[config.mk]
export PLATFORM = sky130hd
export DESIGN_NAME = tile_map_responder
export DESIGN_NICKNAME = d
export VERILOG_FILES = /design/src/rtl/tile_map_responder.sv
export SDC_FILE = /design/constraint.sdc
export NUM_CORES = 1
export LEC_CHECK = 0
export BUFFER_PORTS_ARGS = -buffer_cell sky130_fd_sc_hd__buf_2
export CAP_MARGIN = 10
export CORE_ASPECT_RATIO = 0.5
export CORE_MARGIN = 4
export CORE_UTILIZATION = 60
export DETAILED_ROUTE_END_ITERATION = 6
export PLACE_DENSITY = 0.81
export SYNTH_ARGS = -nofsm -noshare
export SYNTH_HDL_FRONTEND = slang
export SYNTH_SLANG_ARGS = --single-unit
[constraint.sdc]
create_clock -name clk -period 6.3 [get_ports clk]
set_clock_uncertainty 0.2 [all_clocks]
set_input_delay 1.26 -clock clk [delete_from_list [all_inputs] [get_ports clk]]
set_output_delay 1.26 -clock clk [all_outputs]
set_load 0.05 [all_outputs]
[src/rtl/tile_map_responder.sv]
// tile_map_responder: registered tile bit map with row loader and zero-latency solidity query
module tile_map_responder #(
  parameter int TILE_COLS  = 20,
  parameter int TILE_ROWS  = 15,
  parameter int TILE_SHIFT = 5
) (
  input  logic                 clk,
  input  logic                 reset,
  input  logic [9:0]           x,
  input  logic [9:0]           y,
  output logic                 blockType,
  input  logic                 load_start,
  input  logic [TILE_COLS-1:0] load_data,
  input  logic                 load_valid,
  output logic                 load_ready,
  output logic                 map_ready,
  output logic                 load_done
);
  localparam int RW = $clog2(TILE_ROWS);
  localparam int CW = $clog2(TILE_COLS);
  localparam int XL = TILE_COLS << TILE_SHIFT;
  localparam int YL = TILE_ROWS << TILE_SHIFT;
  typedef enum logic [1:0] {CLEAR, IDLE, LOAD} state_t;
  state_t               r_state, w_state_nxt;
  logic [RW-1:0]        r_cnt, w_cnt_nxt, w_row;
  logic [CW-1:0]        w_col;
  logic [TILE_COLS-1:0] r_map [TILE_ROWS];
  logic                 r_done, w_last, w_adv;
  // next state: CLEAR and LOAD both walk the row counter, CLEAR every cycle, LOAD on each handshake
  always_comb begin
    w_last      = r_cnt == RW'(TILE_ROWS - 1);
    w_adv       = r_state == CLEAR || (r_state == LOAD && load_valid);
    w_state_nxt = w_adv ? (w_last ? IDLE : r_state) : (r_state == IDLE && load_start) ? LOAD : r_state;
    w_cnt_nxt   = w_adv ? (w_last ? '0 : r_cnt + 1'b1) : (r_state == IDLE) ? '0 : r_cnt;
  end
  // state, row counter and the one-cycle done pulse
  always_ff @(posedge clk) begin
    if (reset) begin
      r_state <= CLEAR;
      r_cnt   <= '0;
      r_done  <= 1'b0;
    end else begin
      r_state <= w_state_nxt;
      r_cnt   <= w_cnt_nxt;
      r_done  <= r_state == LOAD && w_adv && w_last;
    end
  end
  // map rows: zeroed during CLEAR, filled from load_data during LOAD, untouched in IDLE
  always_ff @(posedge clk) begin
    for (int r = 0; r < TILE_ROWS; r++)
      if (!reset && w_adv && r_cnt == RW'(r))
        r_map[r] <= r_state == LOAD ? load_data : '0;
  end
  // query: anything off-map or while the map is not stable reads as solid
  always_comb begin
    w_col     = CW'(x >> TILE_SHIFT);
    w_row     = RW'(y >> TILE_SHIFT);
    blockType = r_state != IDLE || 32'(x) >= XL || 32'(y) >= YL || r_map[w_row][w_col];
  end
  assign load_ready = r_state == LOAD;
  assign map_ready  = r_state == IDLE;
  assign load_done  = r_done;
endmodule
==> results of run 1 <==
## per-layer routing
metal | vias up | track usage, % | wire [µm] | part of all wire [%]
li1 | 2786 | - | - | -
met1 | 3359 | 35.62 | 10790 | 40
met2 | 393 | 39.34 | 13050 | 48
met3 | 44 | 4.333 | 2840 | 10
met4 | 0 | 5.455 | 484 | 1.8
met5 | - | 0 | 0 | 0
## cell usage in the layout (no fill, tap or decap), types with 13 or more instances in the layout
master     instances
nand2_1           13
buf_2             36
mux2i_1           48
mux2_2            25
edfxtp_1         300
mux4_2            40
o21ai_0           15
clkbuf_16         26
and2_1            22
buf_4             24
## cell families after synthesis
logic type,Yosys count,share of synthesized area [%]
AOI/OAI and AO/OA,82,4.911
and+or+nand+nor,107,4.810
muxes,118,14.49
DFF,307,73.88
buffers and inverters,44,1.910
## cell usage after synthesis (6+ instances only)
library cell	count	area [µm²]
clkbuf_1	19	71.32
dfxtp_1	7	140.1
o21ai_0	15	75.07
nor2b_1	7	43.79
edfxtp_1	300	9009
nand2b_1	12	75.07
mux2_2	25	281.5
o22ai_1	7	43.79
nor2_1	22	82.58
a21oi_1	6	30.03
buf_6	6	67.56
and2_1	22	137.6
nor3_1	6	30.03
buf_2	6	30.03
nand2_1	13	48.80
o211ai_1	7	52.55
mux4_2	40	900.9
o221ai_1	12	105.1
mux2i_1	48	480.5
## registers in the layout, indices dropped and copies added (netlist names)
| signal | count |
|---|---|
| load_done | 1 |
| r_state | 2 |
| r_cnt | 4 |
| r_map | 300 |
## how the worst max path moves through the flow
| stage | from | end | slack [ns] | cells after the start |
|---|---|---|---|---|
| final | y[6] | blockType | 0.86 | 8 |
| after global routing | y[6] | blockType | 0.78 | 8 |
| after CTS | y[6] | blockType | 0.93 | 8 |
| after detailed placement | y[6] | blockType | 0.93 | 8 |
| after global placement | y[6] | blockType | 0.99 | 8 |
| after floorplan | y[5] | blockType | 1.56 | 8 |
## power breakdown
group	switching, mW	internal (mW)	total, mW
logic	0.112	0.0773	0.189
clock network	0.686	0.876	1.56
registers	0.00867	2.23	2.24
total	0.806	3.18	3.99
## final cells by class
| class | count | area share [%] |
|---|---|---|
| clock buffer | 35 | 5.184 |
| clock inverter | 11 | 0.8080 |
| inverter | 4 | 0.1089 |
| multi-input combinational | 307 | 22.12 |
| sequential | 307 | 66.38 |
| tap | 266 | 2.415 |
| timing repair buffer | 63 | 2.987 |
## critical path: stages
cell	delay, ns
buf_2	0.63
nand2b_1	0.60
o221ai_1	0.25
o221ai_1	0.44
o311ai_0	0.25
nand4_1	0.16
nand4_1	0.11
buf_2	0.24
==> flow_summary.yaml, run 1 <==
setup_path:
  regToRegSetupSlack_ns: 3.39
  end_kind: "output port"
  worstPathArrival_ns: 3.98
  path_class: "in -> out"
  worstPathRequired_ns: 4.84
  r2r-start: "r_state[1]"
  critPathLaunchType: "primary input"
  critPathMaxFanout: 33
  r2r-end: "r_map[3][17]"
  r2r_cells: 4
power:
  power_density_nw_per_um2: 289.6
  vdd_drop_max_uv: 207.2
  p_leak_nw: 4.992
  power_mw: 3.991
timing:
  layout_min_cycle_time_ns: 5.445
  finalCritPeriodShare_pct: 86.42
  setup_ws_ns: 0.8554
  slew_violations: 0
  final.setup.tns_ns: 0
  hold_ws_ns: 0.3844
  slew_headroom_pct: 26.67
  hold_viol_final: 0
  rsz0062_at_grt: "no"
  worst_slew_pin_slew_ns: 1.095
  max_freq_ghz: 0.1837
  finalSetupViolations: 0
global_routing:
  grt_usage_pct: 24.30
  antenna_found_initial: 0
  grt_max_degree: 40
  grt_pass1_vias: 6709
  grt_pass1_wl_um: 41200
  grt_remaining_overflow: 0
layout:
  design_area_um2: 13780
  multi_input_area_um2: 3048
  final_cells: 993
  drive_above_1_share_pct: 25.72
  final_nets: 753
  syn2layout_area_growth_pct: 11.30
  antenna_cells: 0
  regArea_um2: 9149
  final_util_pct: 69.38
  fill_cells: 1159
die:
  core_um2: 19860
  rows: 36
  fp.dieH_um: 109.6
  die_x_um: 211.2
  dieArea_um2: 23140
  start_util_pct: 62.34
  top_level_ports: 48
drt:
  viasPerCell: 6.628
  wl_per_cell_um: 27.36
  route.detailed.drc: 0
  routed-via-count: 6582
  dr.pass1.iters: 5
  drtIter0Drc: 850
  drt_wl_total_um: 27170
  ant_nets: 0
synth:
  syn_area_per_cell_um2: 18.82
  synthFlopType: "edfxtp_1"
  yosys_warnings: 0
  synth-seq-cells: 307
  synth_area_um2: 12380
  syn_inst: 658
  synth_edf_count: 300
  syn-num-nets: 702
  ys_seq_area_share_pct: 73.88
  synth_cell_types: 54
  synthArstFlopShare_pct: 0
placed_design:
  dpl-instance-area_um2: 12960
  preCtsSetupSlack_ns: 0.9330
  post-dp-hpwl_um: 15210
  port_buffers: 37
  gp_congestion: 0.7808
  place_inst: 947
cts:
  holdBufCountCts: 0
  path_clk_slew_ns: 0.06
  cts_sinks: 307
  cts-root-buf: "clkbuf_16"
  cts_buffers: 26
  clkLatencyLatePin_ns: 0.52
  post_cts_buffers: 0
  htree_levels: 1
  cts_tree: "done"
  clockBufferDepth: 3
  cts_resized: 0
status:
  status: "complete, no violations"
job:
  maxCapViolCount: 0
worst_hold_path:
  hold_path_depth: 2
  min_path_type: "reg -> reg"
  hold_end: "r_state[0]"
  hold_start: "r_state[0]"
(Power assumes the default switching activity.)
==> inputs of run 2 (changes only) <==
Settings changed: CORE_MARGIN 4 to unset.
==> run 2 against run 1 <==
Against the previous run:
- sequential share of layout area grew 0.27 points
- sequential cell count is the same
- combinational power is essentially flat
- clock power shrank 6%
- non-clock buffer count grew 2
- via count grew 0.82%
- critical endpoint unchanged
- sequential power is essentially flat
- design area shrank 0.40%
- cell count grew 0.20%
- critical path depth grew 1
- core utilization shrank 0.12 points
==> flow_summary.yaml, run 2 (synthesized netlist as in run 1, its figures left out) <==
setup_path:
  cpPeakStageDelay_ns: 0.47
  worstPathArrival_ns: 3.94
  critPathMaxFanout: 19
  critPathLaunchType: "primary input"
  critPathSlowestCell: "buf_2"
  cp_cell_sequence: "buf_2 > buf_4 > or2_2 > o211ai_1 > o211ai_1 > o311ai_0 > o22ai_1 > nand4_1 > buf_2"
  path_class: "in -> out"
  end_kind: "output port"
  worstPathRequired_ns: 4.84
status:
  status: "complete, no violations"
job:
  maxCapViolCount: 0
global_routing:
  grt_usage_pct: 26.49
  grt_pass1_vias: 6653
  antenna_found_initial: 1
  grt_pass1_wl_um: 40670
  grt_max_degree: 40
  grt_remaining_overflow: 0
die:
  dieArea_um2: 21250
  core_um2: 19820
  top_level_ports: 48
  die_x_um: 205.2
  fp.dieH_um: 103.6
  rows: 36
  start_util_pct: 62.48
placed_design:
  preCtsSetupSlack_ns: 0.9714
  place_inst: 949
  post-dp-hpwl_um: 15920
  port_buffers: 37
  gp_congestion: 0.8467
timing:
  finalSetupViolations: 0
  finalCritPeriodShare_pct: 85.70
  rsz0062_at_grt: "no"
  slew_violations: 0
  final.setup.tns_ns: 0
  layout_min_cycle_time_ns: 5.399
  worst_slew_pin_slew_ns: 1.066
  setup_ws_ns: 0.9008
  max_freq_ghz: 0.1852
  slew_headroom_pct: 28.58
  hold_viol_final: 0
layout:
  final_nets: 755
  final_cells: 995
  largestRegisters: "r_map: 300 flops, r_cnt: 4 flops, r_state: 2 flops"
  layout_commonest_cell: "edfxtp_1"
  largest_register_ffs: 300
  antenna_cells: 0
  final_cell_mix: "edfxtp_1 (300), mux2i_1 (48), mux4_2 (40), buf_2 (36), clkbuf_16 (27)"
  drive_above_1_share_pct: 25.65
  top_register: "r_map"
  syn2layout_area_growth_pct: 10.85
drt:
  route.detailed.drc: 0
  routed-via-count: 6636
  ant_nets: 0
  wl_per_cell_um: 27.32
  viasPerCell: 6.669
  dr.pass1.iters: 5
  drt_wl_total_um: 27180
  drtIter0Drc: 799
cts:
  holdBufCountCts: 0
  post_cts_buffers: 0
  cts-root-buf: "clkbuf_16"
  path_clk_slew_ns: 0.06
  cts_tree: "done"
  clockBufferDepth: 3
  cts_buffers: 26
  htree_levels: 1
  cts_resized: 0
  cts_sinks: 307
  clkLatencyLatePin_ns: 0.52
worst_hold_path:
  min_path_type: "reg -> reg"
power:
  power_density_nw_per_um2: 283.4
  p_leak_nw: 4.973
  vdd_drop_max_uv: 252.6
==> run 2: changes by cell type in the layout (fill, tap and decap cells not counted), sizes merged <==
cell    change
bufinv      -2
clkinv      +3
clkbuf      -1
buf         +2
==> run 2: path summary, 6_finish.rpt <==
kind              startpoint           end  slack [ns]  cells past startpoint
setup / recovery        y[7]     blockType        0.90                      9
hold reg to reg   r_state[0]    r_state[0]        0.36                      2
setup reg to reg  r_state[1]  r_map[0][11]        3.35                      4
hold / removal    r_state[0]    r_state[0]        0.36                      2
==> run 2: routing by layer <==
| metal | track usage [%] | wire length (µm) | vias up |
|---|---|---|---|
| li1 | - | - | 2792 |
| met1 | 39.37 | 10750 | 3376 |
| met2 | 41.31 | 13200 | 405 |
| met3 | 4.279 | 2611 | 63 |
| met4 | 7.407 | 626 | 0 |
| met5 | 0 | 0 | - |
==> run 2: worst max-delay path, delay by kind of cell <==
| kind | cells | cell delay, ns |
|---|---|---|
| buffers and inverters | 3 | 1.01 |
| AO/OA/AOI/OAI | 4 | 1.04 |
| AND/OR/NAND/NOR | 2 | 0.59 |
==> run 2: metrics by stage <==
step	area, µm²	power (mW)	hold WS (ns)	utilization, %
6_report	13730	3.890	0.3570	69.26
5_1_grt	13730	3.982	0.3954	69.26
4_1_cts	13730	3.896	0.3575	69.26
3_5_place_dp	12970	2.471	0.3415	65.45
3_3_place_gp	12970	2.466	0.3148	65.45
2_1_floorplan	12380	2.405	0.2888	-
==> run 2: where the power goes <==
group          leakage (nW)  total, mW  internal, mW  switching (mW)
clock network         0.376       1.46         0.782           0.678
logic                  1.42      0.190        0.0778           0.112
registers              3.18       2.24          2.23         0.00895
==> run 2: layout make-up <==
type,count,area (µm²)
Fill cell,1169,6092
Clock inverter,12,53.80
Timing Repair Buffer,65,426.7
Clock buffer,34,701.9
Tap cell,266,332.8
Multi-Input combinational cell,307,3048
Inverter,4,15.01
Sequential cell,307,9149
